$ cat src/rtl/chan_pkg.sv
// Shared definitions for the channel-select packer: tuser field positions,
// default bin index width and the packer state encoding.
package chan_pkg;

    localparam int FFT_AW_DEFAULT = 11;

    localparam int EOB_BIT   = 23;
    localparam int SHIFT_LSB = 16;
    localparam int SHIFT_MSB = 20;
    localparam int BIN_LSB   = 0;
    localparam int BIN_MSB   = 10;

    typedef enum logic {
        RUN   = 1'b0,
        CLOSE = 1'b1
    } state_t;

endpackage

$ cat src/rtl/chan_mask_ram.sv
// 1-bit-wide simple dual-port RAM with registered read. A same-address
// write and read in one cycle return the old contents. Contents are not
// reset; the device power-up value is relied on to be all zeros.
module chan_mask_ram #(
    parameter int AW = 11
) (
    input  logic          clk,
    input  logic          wr_en,
    input  logic [AW-1:0] wr_addr,
    input  logic          wr_data,
    input  logic          rd_en,
    input  logic [AW-1:0] rd_addr,
    output logic          rd_data
);

    logic mem [2**AW];

    // Write port and registered read port; non-blocking update gives read-old-data
    always_ff @(posedge clk) begin
        if (wr_en) begin
            mem[wr_addr] <= wr_data;
        end
        if (rd_en) begin
            rd_data <= mem[rd_addr];
        end
    end

endmodule

$ cat src/rtl/chan_select_packer.sv
// Channel-select packer: forwards only mask-enabled FFT bins and packs the
// survivors of each frame into one AXI-Stream packet. A one-word hold
// register (H) keeps the latest enabled bin so tlast can be placed on it
// once the frame end is seen, even if the end bin itself is disabled.
module chan_select_packer
    import chan_pkg::*;
#(
    parameter int FFT_AW      = FFT_AW_DEFAULT,
    parameter int TUSER_WIDTH = 24
) (
    input  logic                   clk,
    input  logic                   sync_reset_n,
    input  logic [FFT_AW:0]        fft_size,
    input  logic                   mask_wr,
    input  logic [FFT_AW-1:0]      mask_addr,
    input  logic                   mask_din,
    input  logic                   s_axis_tvalid,
    input  logic [31:0]            s_axis_tdata,
    input  logic [TUSER_WIDTH-1:0] s_axis_tuser,
    input  logic                   s_axis_tlast,
    output logic                   s_axis_tready,
    output logic                   m_axis_tvalid,
    output logic [31:0]            m_axis_tdata,
    output logic [TUSER_WIDTH-1:0] m_axis_tuser,
    output logic                   m_axis_tlast,
    input  logic                   m_axis_tready,
    output logic [15:0]            frame_cnt,
    output logic [15:0]            empty_cnt
);

    state_t state, state_nx;

    logic                   accept, o_free, consume;
    logic [FFT_AW:0]        bin_ext, last_bin;
    logic                   in_range, end_in;
    logic                   ram_q;

    logic                   p1_valid, p1_in_range, p1_end, p1_en;
    logic [31:0]            p1_data;
    logic [TUSER_WIDTH-1:0] p1_user;

    logic                   h_valid;
    logic [31:0]            h_data;
    logic [TUSER_WIDTH-1:0] h_user;

    logic                   o_load, o_sel_h, o_last, h_load, h_clear, empty_inc;
    logic [TUSER_WIDTH-1:0] o_user_nx;

    // Frame end is taken from tuser eob and the bin index, never from s_axis_tlast
    logic unused_tlast;
    assign unused_tlast = s_axis_tlast;

    assign accept   = s_axis_tvalid & s_axis_tready;
    assign o_free   = !m_axis_tvalid | m_axis_tready;
    assign bin_ext  = {1'b0, s_axis_tuser[FFT_AW-1:0]};
    assign last_bin = fft_size - (FFT_AW+1)'(1);
    // Out-of-range bins are neither enabled nor a frame end
    assign in_range = bin_ext < fft_size;
    assign end_in   = in_range & (s_axis_tuser[EOB_BIT] | (bin_ext == last_bin));
    assign p1_en    = ram_q & p1_in_range;

    assign s_axis_tready = !p1_valid | consume;

    chan_mask_ram #(.AW(FFT_AW)) u_mask (
        .clk     (clk),
        .wr_en   (mask_wr),
        .wr_addr (mask_addr),
        .wr_data (mask_din),
        .rd_en   (accept),
        .rd_addr (s_axis_tuser[FFT_AW-1:0]),
        .rd_data (ram_q)
    );

    // State register
    always_ff @(posedge clk or negedge sync_reset_n) begin
        if (!sync_reset_n) begin
            state <= RUN;
        end else begin
            state <= state_nx;
        end
    end

    // Next-state and datapath control: decide what P1, H and O do this cycle
    always_comb begin
        state_nx  = state;
        consume   = 1'b0;
        o_load    = 1'b0;
        o_sel_h   = 1'b0;
        o_last    = 1'b0;
        h_load    = 1'b0;
        h_clear   = 1'b0;
        empty_inc = 1'b0;
        case (state)
            RUN: begin
                if (p1_valid && o_free) begin
                    consume = 1'b1;
                    if (p1_en) begin
                        if (h_valid) begin
                            o_load  = 1'b1;
                            o_sel_h = 1'b1;
                        end
                        if (!p1_end) begin
                            h_load = 1'b1;
                        end else if (h_valid) begin
                            // Both H and P1 must leave; P1 parks in H and closes next cycle
                            h_load   = 1'b1;
                            state_nx = CLOSE;
                        end else begin
                            o_load = 1'b1;
                            o_last = 1'b1;
                        end
                    end else if (p1_end) begin
                        if (h_valid) begin
                            o_load  = 1'b1;
                            o_sel_h = 1'b1;
                            o_last  = 1'b1;
                            h_clear = 1'b1;
                        end else begin
                            empty_inc = 1'b1;
                        end
                    end
                end
            end
            CLOSE: begin
                if (o_free) begin
                    o_load   = 1'b1;
                    o_sel_h  = 1'b1;
                    o_last   = 1'b1;
                    h_clear  = 1'b1;
                    state_nx = RUN;
                end
            end
            default: state_nx = RUN;
        endcase
    end

    // Output tuser: source word with the eob bit replaced by tlast
    always_comb begin
        o_user_nx          = o_sel_h ? h_user : p1_user;
        o_user_nx[EOB_BIT] = o_last;
    end

    // P1 stage: captures the accepted beat alongside its registered mask bit
    always_ff @(posedge clk or negedge sync_reset_n) begin
        if (!sync_reset_n) begin
            p1_valid    <= 1'b0;
            p1_in_range <= 1'b0;
            p1_end      <= 1'b0;
            p1_data     <= '0;
            p1_user     <= '0;
        end else if (accept) begin
            p1_valid    <= 1'b1;
            p1_in_range <= in_range;
            p1_end      <= end_in;
            p1_data     <= s_axis_tdata;
            p1_user     <= s_axis_tuser;
        end else if (consume) begin
            p1_valid <= 1'b0;
        end
    end

    // Hold register: the most recent enabled bin awaiting its last flag
    always_ff @(posedge clk or negedge sync_reset_n) begin
        if (!sync_reset_n) begin
            h_valid <= 1'b0;
            h_data  <= '0;
            h_user  <= '0;
        end else if (h_load) begin
            h_valid <= 1'b1;
            h_data  <= p1_data;
            h_user  <= p1_user;
        end else if (h_clear) begin
            h_valid <= 1'b0;
        end
    end

    // Output register: loads a new beat or drops valid once accepted, else holds
    always_ff @(posedge clk or negedge sync_reset_n) begin
        if (!sync_reset_n) begin
            m_axis_tvalid <= 1'b0;
            m_axis_tdata  <= '0;
            m_axis_tuser  <= '0;
            m_axis_tlast  <= 1'b0;
        end else if (o_load) begin
            m_axis_tvalid <= 1'b1;
            m_axis_tdata  <= o_sel_h ? h_data : p1_data;
            m_axis_tuser  <= o_user_nx;
            m_axis_tlast  <= o_last;
        end else if (m_axis_tready) begin
            m_axis_tvalid <= 1'b0;
        end
    end

    // Packet and empty-frame counters, both wrapping
    always_ff @(posedge clk or negedge sync_reset_n) begin
        if (!sync_reset_n) begin
            frame_cnt <= '0;
            empty_cnt <= '0;
        end else begin
            if (m_axis_tvalid && m_axis_tready && m_axis_tlast) begin
                frame_cnt <= frame_cnt + 16'd1;
            end
            if (empty_inc) begin
                empty_cnt <= empty_cnt + 16'd1;
            end
        end
    end

endmodule

$ cat config.mk
export PLATFORM = sky130hd
export DESIGN_NAME = chan_select_packer
export DESIGN_NICKNAME = d
export VERILOG_FILES = /design/src/rtl/chan_pkg.sv /design/src/rtl/chan_mask_ram.sv /design/src/rtl/chan_select_packer.sv
export SDC_FILE = /design/constraint.sdc
export NUM_CORES = 2
export LEC_CHECK = 0
export ABC_CLOCK_PERIOD_IN_PS = 2009
export CAP_MARGIN = 10
export CELL_PAD_IN_SITES_DETAIL_PLACEMENT = 0
export CELL_PAD_IN_SITES_GLOBAL_PLACEMENT = 1
export CORE_ASPECT_RATIO = 1.75
export CORE_MARGIN = 2
export CORE_UTILIZATION = 36
export DETAILED_ROUTE_END_ITERATION = 10
export HOLD_SLACK_MARGIN = 0.15
export PLACE_DENSITY = 0.57
export SYNTH_ARGS = -nofsm -noshare
export SYNTH_HDL_FRONTEND = slang
export SYNTH_SLANG_ARGS = --single-unit
$ cat constraint.sdc
create_clock -name clk -period 2.01 [get_ports clk]
set_input_delay 0.3015 -clock clk [delete_from_list [all_inputs] [get_ports clk]]
set_output_delay 0.3015 -clock clk [all_outputs]
set_load 0.02 [all_outputs]
# Yosys cells after proc, flatten, opt, wreduce, memory -nomap -nowiden
# Memory sizes are Yosys's and may differ from the RTL's. A register that Yosys moved wholly into a read port is not among the register bits.
# Index checks and enable logic that the tools add are counted.
dict set report word_totals {
  reg_bits 205
  ramBits 2048
  in_bits 86
  out_inout_bits 91
  wordCells 78
  n_memories 1
}
dict set report op_classes {
  addsub 3
  n_lt_le_gt_ge 1
  n_eq_ne 1
  n_mux 42
  bitwise_logic 7
  n_reduce_logical 8
}
# name words word_bits rd rd_ports_with_merged_regs wr line
set mem_list {}
lappend mem_list {u_mask.mem 2048 1 1 1 1 chan_mask_ram.sv:16} ;# logic mem [2**AW];
# operator count
set op_table {}
lappend op_table {{1-bit 2-to-1 mux} 35}
lappend op_table {{16-bit by 1-bit adder with 16-bit output, second input constant} 2}
lappend op_table {{32-bit 2-to-1 mux} 1}
lappend op_table {{23-bit 2-to-1 mux} 1}
lappend op_table {{11-bit by 12-bit == test with 1-bit output} 1}
lappend op_table {{11-bit by 12-bit less-than comparator with 1-bit output} 1}
lappend op_table {{12-bit by 1-bit subtractor with 12-bit output, second input constant} 1}
lappend op_table {{1-bit case mux with 2 select lines} 5}
lappend op_table {{2-bit nonzero test} 3}
lappend op_table {{1-bit AND} 3}
lappend op_table {{1-bit logical AND} 3}
lappend op_table {{1-bit bitwise OR} 3}
lappend op_table {{1-bit logical NOT} 2}
lappend op_table {{1-bit NOT} 1}

# Logic depth before layout (Yosys ltp)
dict set report depth {
  word_depth 8
  ltp_mapped 15
  mapped_depth_nobuf 10
}

# Modules after synthesis
# Synthesis repeated with hierarchy kept, for this count alone.
dict set report unflattened {
  hier_cells 6970
  area_unflattened_um2 98286.8
}
# module n_inst cells_each area_each_um2
set modules_own_cells {}
lappend modules_own_cells {chan_mask_ram 1 6243 89355.7}
lappend modules_own_cells {chan_select_packer 1 727 8931.1}

# Worst setup path before layout
# Ideal clock, no wire load.
dict set report synth_path {
  path_kind {in2reg}
  from {in s_axis_tuser[1]}
  to {reg u_mask.rd_data, read port of u_mask.mem (data pin)}
  arrival_ns 2.148
  required_time_ns 1.746
  setup_slack_ns -0.402
  path_stages 10
  path_buffers 4
  cell_sequence {buf_4 buf_4 buf_4 clkbuf_1 mux4_2 a2111oi_0 nor3_1 nand4_1 nand4b_1 nand4_1}
}
# item line
set synth_rtl {}
lappend synth_rtl {{start, declared} chan_select_packer.sv:19} ;# input logic [TUSER_WIDTH-1:0] s_axis_tuser,
lappend synth_rtl {{end, declared} chan_mask_ram.sv:13} ;# output logic rd_data

==> flow_metrics.tcl <==
set metrics [dict create \
    r2r_end "u_mask.rd_data$_DFFE_PP_" \
    violations "negative setup slack" \
    clk_latency_ns 0.90 \
    drv_slew 0 \
    hp-class "in -> reg" \
    synth-edff-count 2049 \
    utilization_pct 44.2 \
    synth_compound_area_share_pct 2.74 \
    ant_nets 0 \
    worst_slew_pin_slew_ns 0.922 \
    vias_per_cell 5.46 \
    synthSimpleGateAreaFrac_pct 11.0 \
    cp-start-kind "input port" \
    yosysTopAreaCellShare_pct 62.6 \
    cp.required_ns 2.61 \
    skew_ns 0.0342 \
    wl_mm 340 \
    maxCapViolCount 0 \
    yosys-top-cells-area "edfxtp_1 (63%), mux4_2 (8.9%), nor2_1 (8.4%), dfrtp_1 (5.2%), mux2i_1 (2.6%)" \
    postSynthCellCount 6911 \
    ys_types 85 \
    synthesis.area_mm2 0.0983 \
    vias 62237 \
    cp_max_fo 9 \
    grt_max_degree 216 \
    status "complete, but fails checks" \
    grt_pass1_vias 64309 \
    ys_seq_elements 2253 \
    fmax_mhz 374 \
    drtIter0Drc 5807 \
    nFillCells 24626 \
    muxShareOfSynthArea_pct 14.3 \
    dr.pass1.iters 6 \
    design_area_mm2 0.120 \
    rsz0062_at_grt "yes" \
    ys_warn_count 0 \
    clock-sinks 2253 \
    pwr_density_cell_mw_per_mm2 890 \
    ios 177 \
    final-hold-violation-count 0 \
    place_inst 10947 \
    cts_tree "built" \
    clk_pin_slew_ns 0.07 \
    final_nets 7750 \
    die-area_mm2 0.278 \
    syn_nets 7011 \
    async_flop_share_pct 9.05 \
    grt_use_total_pct 24.2 \
    crit_type "in -> reg" \
    cts.path.max_buffers 4 \
    finalSetupViolCount 2 \
    area_growth_pct 22.0 \
    antenna_found_initial 9 \
    worst_slack_ns -0.661 \
    seq_area_frac_synth_pct 67.8 \
    cts_max_level 4 \
    reg2reg_from "u_mask.mem[1236]$_DFFE_PP_" \
    root_buffer "clkbuf_16" \
    start_util_pct 36.2 \
    reg2reg_depth 7 \
    fin_crit_sh_pct 133 \
    syn_avg_cell_area_um2 14.2 \
    min_period_ns 2.67 \
    fin_hold_ws_ns 0.242 \
    routedWlPerCell_um 29.8 \
    core.rowCount 253 \
    synth_top_flop_cell "edfxtp_1" \
    synth_top_family_by_area "multiplexers" \
    yosys.area.top_type "edfxtp_1" \
    final_cells 11390 \
    max_slew_margin_pct 38.6 \
    dpl_cell_area_mm2 0.112 \
    hpwl_mm 225 \
    die_x_um 399 \
    cp-end-kind "flop" \
    synthXorXnorAreaFrac_pct 0.392 \
    power.leakage_nw 39.0 \
    grt_first_pass_wirelength_mm 477 \
    crit_path_start "s_axis_tuser[5]" \
    die_h_um 695 \
    ir_drop_v 0.000643 \
    drc_errors 0 \
    gp_congestion 0.843 \
    yosys.area_share.adder_pct 0.178 \
    fp.coreArea_mm2 0.272 \
    finalSetupTns_ns -0.739 \
    crit_arrival_ns 3.27 \
    drive_above_1_share_pct 24.4 \
    reg2reg_slack_ns -0.61 \
    cts_buffers 217 \
    numPortBuffers 175 \
    critPathCapture "u_mask.rd_data$_DFFE_PP_" \
    grt-ovfl-total 0 \
]
[cells by family after synthesis]
group / Yosys count
simple gates: 2709
mux: 828
buf+inv: 666
fa+ha+maj: 14
xor+xnor: 44
compound gates: 397
flops: 2253
[sequential cells by signal, summed over array words and instances, names as in the netlist]
signal          flops
m_axis_tuser       24
p1_user            23
p1_data            32
state               1
m_axis_tdata       32
u_mask.mem       2048
empty_cnt          16
p1_valid            1
h_data             32
h_user             23
p1_end              1
frame_cnt          16
m_axis_tvalid       1
h_valid             1
u_mask.rd_data      1
p1_in_range         1
[cells in the final DEF, fill, tap and decap left out, types with 11 or more instances in the layout]
cell type,count
a211oi_1,25
a21oi_1,95
a22oi_1,12
a31oi_1,12
and2_1,15
and3_1,11
buf_12,299
buf_4,637
bufinv_16,23
clkbuf_1,45
clkbuf_16,220
clkdlybuf4s15_2,13
clkdlybuf4s50_1,75
clkinv_1,41
clkinv_2,37
dfrtp_1,199
dlygate4sd2_1,65
dlygate4sd3_1,52
edfxtp_1,2049
ha_1,13
inv_1,17
mux2_2,130
mux2i_1,258
mux4_1,39
mux4_2,399
nand2_1,207
nand3_1,35
nand3_4,33
nand4_1,29
nor2_1,2205
nor3_1,61
nor4_1,23
o21ai_0,40
o221ai_1,42
o22ai_1,64
o31ai_1,14
xnor2_1,27
xor2_1,17
[Yosys cell counts (all sizes together) (6+ instances only)]
cell	n
o221ai	42
a21oi	95
a221oi	8
o21ai	51
a22oi	13
xor2	17
nor4	25
nand2	209
clkbuf	428
nor3	68
o211ai	9
buf	216
or3	7
nor2	2213
nand4	29
o31ai	14
and3	12
inv	20
mux2i	260
edfxtp	2049
and3b	6
a211oi	27
a31oi	12
and2	16
ha	14
o22ai	74
mux4	438
nand2b	9
nor3b	9
xnor2	27
nor2b	8
dfrtp	204
nand3	72
mux2	130
[repair_timing]
action / 4_1_cts / 5_1_grt
resized for setup: 166 / 21
buffers inserted: 1 / 2
hold endpoints to repair: 607 / 0
hold buffers: 52 / 0
pin swaps: 8 / 4
setup endpoints to repair: 99 / 12
[where the power goes]
part / switching (mW) / internal (mW)
clock: 18.3 / 23.3
sequential: 0.909 / 52.6
combinational: 6.55 / 5.14
[layout make-up]
type / count / area, um^2 / share of cell area [%]
Timing Repair Buffer: 1165 / 13000 / 10.8
Antenna cell: 2 / 5.00 / 0.00417
Tap cell: 3570 / 4470 / 3.72
Inverter: 21 / 88.8 / 0.0740
Clock buffer: 275 / 5790 / 4.83
Sequential cell: 2253 / 66600 / 55.5
Clock inverter: 112 / 1140 / 0.954
Multi-Input combinational cell: 3992 / 28900 / 24.1
[critical path, cell delays in order]
cell and delay (ns):
clkdlybuf4s50_1 0.45, buf_12 0.16, buf_4 0.18, nand2b_1 0.24, nor3_1 0.55, buf_4 0.32, o21ai_0 0.24, nand3_1 0.46
nor3_1 0.11, nand4_1 0.11, nand4_1 0.11
[per-layer routing]
layer / global-route usage (%) / up-vias / wire length [um]
met1: 28.1 / 33023 / 126000
met3: 2.67 / 576 / 16100
met2: 44.9 / 1864 / 181000
li1: - / 26766 / -
met5: 0 / - / 52
met4: 10.2 / 8 / 16400
[through the flow]
stage | power (mW) | worst slack, ns
2_1_floorplan | 60.4 | -0.292
3_3_place_gp | 66.4 | -2.17
3_5_place_dp | 66.7 | -2.16
4_1_cts | 108 | -0.626
5_1_grt | 110 | -0.637
6_report | 107 | -0.661
[worst min path at each step]
| stage | from | to | slack (ns) | cells past startpoint |
|---|---|---|---|---|
| 5_1_grt | mask_wr | u_mask.mem[1660]$_DFFE_PP_ | 0.21 | 4 |
| 3_5_place_dp | sync_reset_n | m_axis_tdata[25]$_DFFE_PN0P_ | 0.32 | 1 |
| 3_3_place_gp | sync_reset_n | p1_data[6]$_DFFE_PN0P_ | 0.32 | 1 |
| 2_1_floorplan | sync_reset_n | empty_cnt[0]$_DFFE_PN0P_ | 0.006 | 0 |
| 6_report | mask_wr | u_mask.mem[1660]$_DFFE_PP_ | 0.24 | 4 |
| 4_1_cts | mask_wr | u_mask.mem[1660]$_DFFE_PP_ | 0.18 | 4 |
No activity file was read; power rests on OpenSTA's default activity.
